`config.mk`:
```
export PLATFORM = sky130hd
export DESIGN_NAME = fetch_unit
export DESIGN_NICKNAME = d
export VERILOG_FILES = /design/src/rtl/fetch_pkg.sv /design/src/rtl/fetch_buffer.sv /design/src/rtl/fetch_unit.sv
export SDC_FILE = /design/constraint.sdc
export NUM_CORES = 1
export LEC_CHECK = 0
export ABC_AREA = 1
export BUFFER_PORTS_ARGS = -buffer_cell sky130_fd_sc_hd__buf_2
export CORE_MARGIN = 2
export CORE_UTILIZATION = 49
export CTS_BUF_LIST = sky130_fd_sc_hd__clkbuf_8
export DETAILED_ROUTE_END_ITERATION = 16
export PLACE_DENSITY = 0.7
export SLEW_MARGIN = 20
export SYNTH_ARGS = -nofsm -noshare
export SYNTH_HDL_FRONTEND = slang
export SYNTH_SLANG_ARGS = --single-unit
```
`constraint.sdc`:
```
create_clock -name clk -period 6.9 [get_ports clk]
set_input_delay 1.035 -clock clk [delete_from_list [all_inputs] [get_ports clk]]
set_output_delay 1.035 -clock clk [all_outputs]
set_load 0.05 [all_outputs]
```
`src/rtl/fetch_pkg.sv`:
```
// Shared types and helpers for the instruction fetch front end.
// Optional protocol checking is enabled by defining FETCH_PROTOCOL_CHECK_EN.
package fetch_pkg;

    localparam int PC_BITS    = 64;
    localparam int INSN_BITS  = 32;
    localparam int INSN_BYTES = INSN_BITS / 8;

    typedef enum logic [1:0] {
        IDLE = 2'd0,
        WAIT = 2'd1,
        DROP = 2'd2
    } fetch_state_e;

    typedef struct packed {
        logic [PC_BITS-1:0]   pc;
        logic [INSN_BITS-1:0] insn;
    } fetch_entry_t;

    // Memory returns the lowest-addressed byte in the top lane; instructions are little-endian.
    function automatic logic [INSN_BITS-1:0] byte_reverse32(input logic [INSN_BITS-1:0] d);
        return {d[7:0], d[15:8], d[23:16], d[31:24]};
    endfunction

endpackage

```
`src/rtl/fetch_buffer.sv`:
```
// Two-write / one-read instruction FIFO with flush, occupancy and free-space outputs.
// Overflow is checked when FETCH_PROTOCOL_CHECK_EN is defined.
module fetch_buffer
    import fetch_pkg::*;
#(
    parameter int DEPTH = 4
) (
    input  logic                   clk,
    input  logic                   rst,
    input  logic                   flush,
    input  logic                   wr0_en,
    input  fetch_entry_t           wr0_data,
    input  logic                   wr1_en,
    input  fetch_entry_t           wr1_data,
    input  logic                   rd_en,
    output fetch_entry_t           rd_data,
    output logic [$clog2(DEPTH):0] count,
    output logic [$clog2(DEPTH):0] free
);

    localparam int AW = $clog2(DEPTH);
    localparam int CW = AW + 1;

    fetch_entry_t  mem [DEPTH];
    logic [CW-1:0] wptr;
    logic [CW-1:0] rptr;
    logic [CW-1:0] wr1_ptr;

    // The extra pointer bit distinguishes full from empty.
    assign wr1_ptr = wr0_en ? wptr + CW'(1) : wptr;
    assign count   = wptr - rptr;
    assign free    = CW'(DEPTH) - count;
    assign rd_data = mem[rptr[AW-1:0]];

    always_ff @(posedge clk) begin
        if (wr0_en) begin
            mem[wptr[AW-1:0]] <= wr0_data;
        end
        if (wr1_en) begin
            mem[wr1_ptr[AW-1:0]] <= wr1_data;
        end
    end

    always_ff @(posedge clk) begin
        if (rst || flush) begin
            wptr <= '0;
            rptr <= '0;
        end else begin
            wptr <= wptr + CW'(wr0_en) + CW'(wr1_en);
            if (rd_en) begin
                rptr <= rptr + CW'(1);
            end
        end
    end

`ifdef FETCH_PROTOCOL_CHECK_EN
    always @(posedge clk) begin
        if (!rst && !flush) begin
            assert (int'(count) + int'(wr0_en) + int'(wr1_en) - int'(rd_en) <= DEPTH)
                else $fatal(1, "fetch_buffer overflow");
        end
    end
`endif

endmodule

```
`src/rtl/fetch_unit.sv`:
```
// Instruction fetch front end: issues 64-bit fetches, splits them into two
// instructions and queues them for decode. Checks enabled by FETCH_PROTOCOL_CHECK_EN.
module fetch_unit
    import fetch_pkg::*;
#(
    parameter int                    DATA_WIDTH  = 64,
    parameter int                    FETCH_WIDTH = 64,
    parameter int                    INSN_WIDTH  = 32,
    parameter int                    BUF_DEPTH   = 4,
    parameter logic [DATA_WIDTH-1:0] RESET_PC    = '0
) (
    input  logic                       clk,
    input  logic                       rst,
    output logic                       imem_rd_en_o,
    output logic [DATA_WIDTH-1:0]      imem_addr_o,
    input  logic                       imem_busy_i,
    input  logic                       imem_rdy_i,
    input  logic [FETCH_WIDTH-1:0]     imem_rd_data_i,
    input  logic                       redirect_i,
    input  logic [DATA_WIDTH-1:0]      redirect_pc_i,
    output logic                       insn_valid_o,
    output logic [INSN_WIDTH-1:0]      insn_o,
    output logic [DATA_WIDTH-1:0]      insn_pc_o,
    input  logic                       insn_ready_i,
    output fetch_state_e               dbg_state_o,
    output logic [$clog2(BUF_DEPTH):0] dbg_count_o
);

    localparam int CW = $clog2(BUF_DEPTH) + 1;

    fetch_state_e          state;
    logic [DATA_WIDTH-1:0] pc;
    logic [DATA_WIDTH-1:0] pc_base;
    logic [CW-1:0]         count;
    logic [CW-1:0]         free;
    logic                  fetch_done;
    logic                  wr0_en;
    logic                  deq;
    fetch_entry_t          wr0_data;
    fetch_entry_t          wr1_data;
    fetch_entry_t          head;
    logic                  unused_bits;

    assign pc_base     = {pc[DATA_WIDTH-1:3], 3'b000};
    assign imem_addr_o = pc_base;

    // Only issue when both halves of the fetch are guaranteed a slot.
    assign imem_rd_en_o = (state == IDLE) && !imem_busy_i && (free >= CW'(2))
                          && !redirect_i && !rst;

    assign fetch_done = (state == WAIT) && imem_rdy_i && !redirect_i;
    assign wr0_en     = fetch_done && !pc[2];

    assign wr0_data.pc   = PC_BITS'(pc_base);
    assign wr0_data.insn = byte_reverse32(imem_rd_data_i[63:32]);
    assign wr1_data.pc   = PC_BITS'(pc_base + DATA_WIDTH'(INSN_BYTES));
    assign wr1_data.insn = byte_reverse32(imem_rd_data_i[31:0]);

    // Decode handshake: an entry transfers in any cycle where insn_valid_o and
    // insn_ready_i are both high; a redirect hides the head so nothing transfers.
    assign insn_valid_o = (count != '0) && !redirect_i;
    assign deq          = insn_valid_o && insn_ready_i;
    assign insn_o       = INSN_WIDTH'(head.insn);
    assign insn_pc_o    = DATA_WIDTH'(head.pc);

    assign dbg_state_o = state;
    assign dbg_count_o = count;
    assign unused_bits = ^redirect_pc_i[1:0];

    fetch_buffer #(
        .DEPTH (BUF_DEPTH)
    ) u_buf (
        .clk      (clk),
        .rst      (rst),
        .flush    (redirect_i),
        .wr0_en   (wr0_en),
        .wr0_data (wr0_data),
        .wr1_en   (fetch_done),
        .wr1_data (wr1_data),
        .rd_en    (deq),
        .rd_data  (head),
        .count    (count),
        .free     (free)
    );

    always_ff @(posedge clk) begin
        if (rst) begin
            state <= IDLE;
            pc    <= RESET_PC;
        end else if (redirect_i) begin
            pc <= {redirect_pc_i[DATA_WIDTH-1:2], 2'b00};
            // A killed request must still be drained from memory before reissuing.
            case (state)
                WAIT:    state <= imem_rdy_i ? IDLE : DROP;
                DROP:    state <= imem_rdy_i ? IDLE : DROP;
                default: state <= IDLE;
            endcase
        end else begin
            case (state)
                IDLE: begin
                    if (imem_rd_en_o) begin
                        state <= WAIT;
                    end
                end
                WAIT: begin
                    if (imem_rdy_i) begin
                        pc    <= pc_base + DATA_WIDTH'(8);
                        state <= IDLE;
                    end
                end
                DROP: begin
                    if (imem_rdy_i) begin
                        state <= IDLE;
                    end
                end
                default: state <= IDLE;
            endcase
        end
    end

`ifdef FETCH_PROTOCOL_CHECK_EN
    always @(posedge clk) begin
        if (!rst) begin
            assert (!(imem_rdy_i && state == IDLE))
                else $fatal(1, "imem_rdy_i with no request outstanding");
            assert (!(imem_rd_en_o && imem_busy_i))
                else $fatal(1, "imem_rd_en_o while memory busy");
            assert (!(insn_valid_o && insn_pc_o[1:0] != 2'b00))
                else $fatal(1, "misaligned instruction PC at buffer head");
        end
    end
`endif

endmodule

```
==> metrics <==
status=finished clean; post-synthesis mux area share=0; GR Util All Layers=0.290; Antenna Cells=0; Port Buffer Count=293; post_cts resized=0; global route overflow=0; Post-Synthesis Cells=2501; post-DR wirelength/cell=21.0 um; Yosys cell types=37; largest family of logic cells by synthesized area=simple AND/OR/NAND/NOR gates; clock root buffer=clkbuf_8; Initial DRC Count=2136; post-route antenna net violation count=0; kind of critical path=flop to output port; initial antenna violation count=2; arrival time worst endpoint=3.38 ns; Row Count=78; Max Root-Sink Buffers=3; Total Die Area=0.0475 sq mm; core area=0.0453 sq mm; Clock Pin Slew Worst Setup and Hold Paths=0.06 ns; final setup fails=0; number of max-cap violations=0; HP Class=flop to flop; max_slew headroom=0.266; Post-CTS Hold Fix Bufs=0; fraction of the yosys area taken by sequential cells=0.566; first-pass GRT wire length=105000 um; Worst EP required=5.86 ns; # IOs=301; CTS buffer count=76; final instance area=0.0250 sq mm; Synth warnings=0; Hold Violations, Final=0; LEAKAGE=8.67 nW; Yosys top cell area share=0.498; Worst-Margin Slew=1.10 ns; pwr/cell area=228 mW/mm^2; startpoint type of the worst setup path=flop; top cells by area, synth=edfxtp_1, nor2_1, dfxtp_1; CTS HTree Levels=3; CTS Sinks=448; Syn Area/Cell=8.97 sq um; share of layout cells above drive strength 1=0.170; Setup crit end kind=output port; VDD IR max=0.000211 V; total power=5.70 mW; initial core utilization=0.495; Clock Latency Late Sink=0.65 ns; Final Cycle Share=0.640; highest clock rate=226 MHz; Fin Setup TNS=0 ns; synthesized area=0.0224 sq mm; DR pass1 iterations=6; Tmin final=4.42 ns; Layout Area Growth over Synthesis=11.4%; Placed Area=0.0236 sq mm; DR DRC count=0; via count=19200; final layout net count=2834; Synth Area in Adders=0.00904; max-slew violations=0; Die X-Extent=218 um; RSZ-0062 raised after global routing=no; final wirelength=70200 um; FF+latch count, synth=448; number of global-route vias before repair=18800; largest net degree at the start of global routing=84; TritonCTS clock tree=built; vias per inst=5.75; die height=218 um; xor/xnor share of the synthesized area=0.00815; cell taking the most area after synthesis=edfxtp_1; GP Congestion=0.985; Setup Skew=0.0210 ns; Crit Path Max Fanout=38; dpl hpwl=44100 um; post-CTS setup buffers=0; post-synthesis compound-gate area fraction=0.130; post-synthesis simple-gate area fraction=0.197
through the flow:
stage,setup slack (ns),hold slack [ns],util,std cells
final,2.48,0.454,0.552,3344
after global placement,2.53,0.438,0.521,3207
after floorplan,2.44,0.422,-,2505
after detailed placement,2.48,0.447,0.521,3207
after CTS,2.39,0.456,0.552,3344
after global routing,2.34,0.478,0.552,3344
layout by cell type (no fill, tap or decap), types with 13 or more instances in the layout:
cell        n
buf_4      26
buf_2     293
a31oi_1    29
ha_1       13
o22ai_1    94
nand3_1   189
o21ai_0   288
nor2_1    553
edfxtp_1  372
o21ai_1    78
nand4_1    13
clkinv_1   15
inv_1     200
clkinv_2   13
clkbuf_8   78
xor2_1     18
a21oi_1    43
dfxtp_1    74
nand2_1   277
worst max-delay path: stages, from the launching register on:
cell and delay [ns]:
dfxtp_2 0.57, inv_2 0.68, buf_4 0.52, o21ai_0 0.17
o22ai_1 0.39, buf_2 0.35
registers in the layout, indices dropped and copies added, names as in the netlist, named ones only:
signal	cells
u_buf.wptr	3
u_buf.rptr	3
dbg_state_o	2
u_buf.mem	376
pc	62
report_power, final:
group          internal, mW  switching, mW
Clock                  1.17           1.11
Sequential             2.93         0.0463
Combinational         0.101          0.340
worst paths after layout:
path / cells past startpoint / slack (ns) / to / startpoint
max: 5 / 2.48 / insn_pc_o[57] / flop
min: 2 / 0.45 / u_buf.mem[1][34] / u_buf.mem[1][34]
max reg2reg: 7 / 3.18 / u_buf.mem[1][83] / dbg_state_o[0]
min reg2reg: 2 / 0.45 / u_buf.mem[1][34] / u_buf.mem[1][34]
layout make-up:
| cell class | instances | area, sq um |
|---|---|---|
| tap | 600 | 751 |
| multi-input combinational | 1652 | 7760 |
| sequential | 448 | 12700 |
| clock inverter | 59 | 338 |
| clock buffer | 78 | 1070 |
| timing repair buffer | 319 | 1660 |
| fill | 4147 | 20300 |
| inverter | 188 | 708 |
routing by layer:
layer  vias to the layer above  GRT usage  wire (um)
met5                         -          0         27
met4                         4      0.116       1990
met3                       142     0.0623       7180
met2                       996      0.480      33300
met1                      9232      0.372      27700
li1                       8850          -          -
Yosys cell counts:
| cell | instances |
|---|---|
| a2111oi_0 | 1 |
| nand3_1 | 189 |
| buf_4 | 84 |
| dfxtp_1 | 76 |
| nor2_4 | 8 |
| o211ai_1 | 5 |
| or2_2 | 1 |
| nand4_1 | 13 |
| conb_1 | 1 |
| nand2_4 | 1 |
| inv_1 | 178 |
| clkbuf_1 | 74 |
| o22ai_1 | 94 |
| nand3b_1 | 1 |
| a211oi_1 | 1 |
| a32oi_1 | 3 |
| nand3_2 | 4 |
| nand2_1 | 281 |
| xor2_2 | 1 |
| buf_2 | 42 |
| xor2_1 | 18 |
| inv_2 | 9 |
| xnor2_1 | 1 |
| o21ai_2 | 1 |
| ha_1 | 13 |
| clkinv_1 | 1 |
| o21ai_1 | 78 |
| o21ai_0 | 288 |
| buf_6 | 17 |
| nand2_2 | 6 |
| edfxtp_1 | 372 |
| nor3_1 | 3 |
| a31oi_1 | 29 |
| fa_1 | 2 |
| a21oi_1 | 43 |
| nor2_1 | 553 |
| nor2_2 | 9 |
cell families after synthesis:
| group | Yosys count |
|---|---|
| AO/OA/AOI/OAI | 543 |
| XOR/XNOR | 20 |
| adder cells (fa/ha/maj) | 15 |
| buffers and inverters | 405 |
| flip-flops | 448 |
| other | 1 |
| AND/OR/NAND/NOR | 1069 |
No activity file was read; power rests on OpenSTA's default activity.
